<file path="src/rtl/keypad_encoder_pkg.sv">
// Shared types and helpers for the keypad encoder.
// FSM states plus one-hot validity and one-hot to BCD encoding.
package keypad_encoder_pkg;

    typedef enum logic [1:0] {
        IDLE,
        DEBOUNCE,
        LOAD,
        WAIT_RELEASE
    } state_t;

    function automatic logic onehot_valid(input logic [9:0] k);
        return (k != '0) && ((k & (k - 10'd1)) == '0);
    endfunction

    function automatic logic [3:0] encode(input logic [9:0] k);
        logic [3:0] r;
        r = '0;
        unique case (1'b1)
            k[0]: r = 4'd0;
            k[1]: r = 4'd1;
            k[2]: r = 4'd2;
            k[3]: r = 4'd3;
            k[4]: r = 4'd4;
            k[5]: r = 4'd5;
            k[6]: r = 4'd6;
            k[7]: r = 4'd7;
            k[8]: r = 4'd8;
            k[9]: r = 4'd9;
            default: r = 4'd0;
        endcase
        return r;
    endfunction

endpackage

</file>
<file path="src/rtl/keypad_encoder_clk_divider.sv">
// Square-wave timebase: toggles pgt_1hz every HALF_PERIOD clocks.
// Free-running, only reset affects it.
module clk_divider #(
    parameter int HALF_PERIOD = 50
) (
    input  logic clk,
    input  logic rst,
    output logic pgt_1hz
);

    localparam int CW = (HALF_PERIOD > 1) ? $clog2(HALF_PERIOD) : 1;
    localparam logic [CW-1:0] LAST = CW'(HALF_PERIOD - 1);

    logic [CW-1:0] cnt;

    always_ff @(posedge clk) begin
        if (rst) begin
            cnt     <= '0;
            pgt_1hz <= 1'b0;
        end else if (cnt == LAST) begin
            cnt     <= '0;
            pgt_1hz <= ~pgt_1hz;
        end else begin
            cnt <= cnt + CW'(1);
        end
    end

endmodule

</file>
<file path="src/rtl/keypad_encoder.sv">
// Debounced keypad to BCD encoder with active-low load strobe.
// Also hosts the slow countdown timebase.
import keypad_encoder_pkg::*;

module keypad_encoder #(
    parameter int DEBOUNCE_CYCLES = 4,
    parameter int HALF_PERIOD     = 50
) (
    input  logic       clk,
    input  logic       rst,
    input  logic [9:0] keypad,
    input  logic       enablen,
    output logic [3:0] bcd_output,
    output logic       loadn,
    output logic       pgt_1hz
);

    localparam int CW =
        (DEBOUNCE_CYCLES > 1) ? $clog2(DEBOUNCE_CYCLES) : 1;
    localparam logic [CW-1:0] CNT_LAST = CW'(DEBOUNCE_CYCLES - 1);

    logic [9:0]    sync1;
    logic [9:0]    ks;
    logic [9:0]    cand;
    logic [9:0]    cand_n;
    logic [CW-1:0] cnt;
    logic [CW-1:0] cnt_n;
    logic [3:0]    bcd_n;
    logic          loadn_n;
    state_t        state;
    state_t        state_n;

    always_ff @(posedge clk) begin
        if (rst) begin
            sync1      <= '0;
            ks         <= '0;
            state      <= IDLE;
            cand       <= '0;
            cnt        <= '0;
            bcd_output <= '0;
            loadn      <= 1'b1;
        end else begin
            sync1      <= keypad;
            ks         <= sync1;
            state      <= state_n;
            cand       <= cand_n;
            cnt        <= cnt_n;
            bcd_output <= bcd_n;
            loadn      <= loadn_n;
        end
    end

    always_comb begin
        state_n = state;
        cand_n  = cand;
        cnt_n   = cnt;
        bcd_n   = bcd_output;
        unique case (state)
            IDLE: begin
                if (!enablen && onehot_valid(ks)) begin
                    cand_n  = ks;
                    cnt_n   = '0;
                    state_n = DEBOUNCE;
                end
            end
            DEBOUNCE: begin
                if (ks != cand || enablen) begin
                    state_n = IDLE;
                end else if (cnt == CNT_LAST) begin
                    state_n = LOAD;
                    bcd_n   = encode(cand);
                end else begin
                    cnt_n = cnt + CW'(1);
                end
            end
            LOAD: state_n = WAIT_RELEASE;
            WAIT_RELEASE: begin
                if (ks == '0) state_n = IDLE;
            end
            default: state_n = IDLE;
        endcase
        // Registered so the strobe falls on the same edge bcd_output updates.
        loadn_n = (state_n != LOAD);
    end

    clk_divider #(
        .HALF_PERIOD(HALF_PERIOD)
    ) u_div (
        .clk    (clk),
        .rst    (rst),
        .pgt_1hz(pgt_1hz)
    );

endmodule

</file>
<file path="config.mk">
export PLATFORM = sky130hd
export DESIGN_NAME = keypad_encoder
export DESIGN_NICKNAME = d
export VERILOG_FILES = /design/src/rtl/keypad_encoder_pkg.sv /design/src/rtl/keypad_encoder_clk_divider.sv /design/src/rtl/keypad_encoder.sv
export SDC_FILE = /design/constraint.sdc
export NUM_CORES = 1
export LEC_CHECK = 0
export BUFFER_PORTS_ARGS = -buffer_cell sky130_fd_sc_hd__buf_2
export CAP_MARGIN = 0
export CORE_ASPECT_RATIO = 1.75
export CORE_UTILIZATION = 50
export DETAILED_ROUTE_END_ITERATION = 8
export GPL_TIMING_DRIVEN = 0
export PLACE_DENSITY = 0.69
export SLEW_MARGIN = 40
export SYNTH_ARGS = -nofsm -noshare
export SYNTH_HDL_FRONTEND = slang
export SYNTH_SLANG_ARGS = --single-unit
</file>
<file path="constraint.sdc">
create_clock -name clk -period 5.6 [get_ports clk]
set_clock_uncertainty 0.1 [all_clocks]
set_input_delay 0.28 -clock clk [delete_from_list [all_inputs] [get_ports clk]]
set_output_delay 0.28 -clock clk [all_outputs]
set_load 0.02 [all_outputs]
</file>
==> summary.md <==
| Metric | Value |
|---|---|
| CTS Hold Bufs | 0 |
| Peak Freq | 0.453 GHz |
| Die Ht | 82.7 um |
| DRC | 0 |
| Fillers | 324 |
| Total die area | 3980 um2 |
| DRT Pass-1 Iters | 4 |
| Register Area | just over 900 um2 |
| Yosys reg bits | 46 |
| Hold WS | between 70 and 80 ps |
| Post-route ant nets | 0 |
| R2R setup slack | 3390 ps |
| Number of vias after detailed routing | 1412 |
| Fin crit period | ~2200 ps |
| Post-CTS Repair Setup Buffers | 0 |
| Synth top area cells | dfxtp_1, nor2b_1, xor2_1 |
| Final nets | between 200 and 250 |
| Setup Viol. Count Final | 0 |
| Worst stage delay on the critical path | 570 ps |
| TritonCTS clock tree | done |
| Critical path arrival | 2350 ps |
| First-pass GRT wire length | between 5 and 6 mm |
| Routed len/inst | roughly 13 um |
| Fraction of layout cells with a size suffix above 1 | 0.147 |
| # diodes | 0 |
| Final Max Slew Viols | 0 |
| Final Hold Vio Count | 0 |
| Seq/Total Area, Yosys | 0.495 |
| Root buffer cell | clkbuf_8 |
| CP Max Fanout | 10 |
| DRT Wirelength | between 3 and 4 mm |
| Proportion of netlist area held by the largest area contributor | 0.495 |
| Rows | 29 |
| Die X | approximately 48 um |
| Crit path kind | reg2reg |
| Number of enable flip-flop cells after synthesis | 0 |
| Remaining global-route overflow | 0 |
| Layout area overhead | 12.8% |
| Commonest cells after routing, fill and taps aside | dfxtp_1, nor2b_1, nor2_1, buf_2 |
| Synthesis Warnings | 0 |
| Multi-input gate area | 902 um2 |
| Commonest non-fill, non-tap cell in the layout | dfxtp_1 |
| H-tree depth | 2 |
| Core footprint | approximately 3600 um2 |
| GRT Total Usage | 0.206 |
| VDD IR-drop max | 0.186 mV |
| Starting DRT DRC Count | 25 |
| CP cell instances | or4_4 -> or3_4 -> a31oi_2 -> o21ai_0 -> a21oi_1 |
| Netlist cell types | 34 |
| Sum Neg Setup Slack | 0 ps |
| Capture point of the worst path | cand[7]$_SDFFE_PP0P_ |
| Hold Path Class | in2reg |
| Leading area contributor after synthesis | dfxtp_1 |
| Worst path slowest cell | or4_4 |
| Hpwl dp | 2.68 mm |
| Synth Flop Type | dfxtp_1 |
| Number of I/O port buffers | 18 |
| Static Leakage | 0.000889 uW |
| Placer congestion estimate | 0.943 |
| Top Ports | 19 |
| Vias in the first global route | between 1000 and 1500 |
| Post-Syn Area | around 1900 um2 |
| Avg Inst Size Synth | about 9.3 um2 |
| Clock Pin Slew Worst Setup and Hold Paths | 90 ps |
| CTS sink cnt | 46 |
| FFs w/ async S/R, synth | 0 |
| Unrepaired setup endpoints after global routing | no |
| Worst R2R Path Depth | 5 |
| Req. time, crit path | 5740 ps |
| Final Cycle Share | 0.395 |
| Synth Net Count | 215 |
| Power per cell area | 290 nW/um2 |
| CTS buffer count | 5 |
| CTS Buffer Depth | 2 |
| Via density | 5.21 |
| Crit. End Element | flop |
| CP startpoint | ks[0]$_SDFF_PP0_ |
| # resized after CTS | 0 |
| Startpoint Class | flop |
| Worst slew margin | 0.687 |
| Clock latency on the worst-skew pair | 310 ps |
| Status | completed |
| Reg2reg end | cand[7]$_SDFFE_PP0P_ |
| Synthesized instance count | about 200 |
| Pin count of the biggest net entering global routing | 16 |
| Worst r2r src | ks[0]$_SDFF_PP0_ |
| Initial antenna violation count | 0 |
| Initial Utilization | 0.518 |
| Final Util | 0.584 |
| Max_cap viols | 0 |
| Worst Max-Slew Pin Slew | 468 ps |
==> layout make-up <==
class,instances,share of cell area
clock buffers,5,0.0328
repair buffers,18,0.0430
flip-flops and latches,46,0.439
well taps,46,0.0274
clock inverters,3,0.0101
inverters,3,0.00537
multi-input cells,144,0.430
plain buffers,6,0.0119
==> registers in the layout (all words and copies together), names as in the netlist <==
signal and cells:
bcd_output 4, cand 10, cnt 2, ks 10, loadn 1, state 2
sync1 10, u_div.cnt 6, u_div.pgt_1hz 1
==> stage by stage <==
stage	setup WS [ps]	total power, uW	std cells	area (um2)
floorplan	3630	397	199	1860
global placement	3490	412	263	2010
detailed placement	3440	415	263	2010
CTS	3390	612	271	2100
global route	3260	634	271	2100
finish	3390	609	271	2100
==> worst min path at each step <==
stage / from / end / slack (ps) / depth (start not counted)
after global routing: keypad[9] / sync1[9]$_SDFF_PP0_ / 70 / 2
after global placement: sync1[3]$_SDFF_PP0_ / ks[3]$_SDFF_PP0_ / 320 / 1
after floorplan: keypad[0] / sync1[0]$_SDFF_PP0_ / 310 / 1
after detailed placement: sync1[5]$_SDFF_PP0_ / ks[5]$_SDFF_PP0_ / 320 / 1
after CTS: keypad[5] / sync1[5]$_SDFF_PP0_ / 70 / 2
final: keypad[5] / sync1[5]$_SDFF_PP0_ / 70 / 2
==> power breakdown <==
| group | switching (uW) | internal (uW) | total [uW] |
|---|---|---|---|
| logic | 35.0 | 24.8 | 59.7 |
| clock network | 114 | 87.6 | 202 |
| registers | 9.69 | 338 | 347 |
==> critical path, delay by kind of cell, from the launching register on <==
kind               cells  cell delay, ps
AOI/OAI and AO/OA      3             740
DFF                    1             370
and+or+nand+nor        2             930
==> kinds of logic after synthesis <==
group	share of synthesized area
compound gates	0.117
xor+xnor	0.0707
fa+ha+maj	0.0256
buf+inv	0.0195
flops	0.495
mux	0.0215
simple gates	0.250
==> cell usage after synthesis, types with 2 or more instances <==
cell type,count
a21oi_1,12
clkbuf_1,4
or4_1,2
o21ai_0,12
nor2_1,20
a31oi_1,2
mux2i_1,4
nand2b_1,6
nand2_1,6
nor4_1,4
o31ai_1,3
nand4_1,3
nor2b_1,22
ha_1,3
xnor2_1,2
nand3_1,13
dfxtp_1,46
xor2_1,13
inv_1,3
buf_2,2
nor3_1,4
==> metal layers <==
layer  global-route usage  part of all wire  vias up
met4                0.111             0.033        0
met3               0.0522             0.033       10
met1                0.181              0.37      635
met2                0.389              0.56       31
met5                    0                 0        -
li1                     -                 -      736
(Power assumes the default switching activity.)
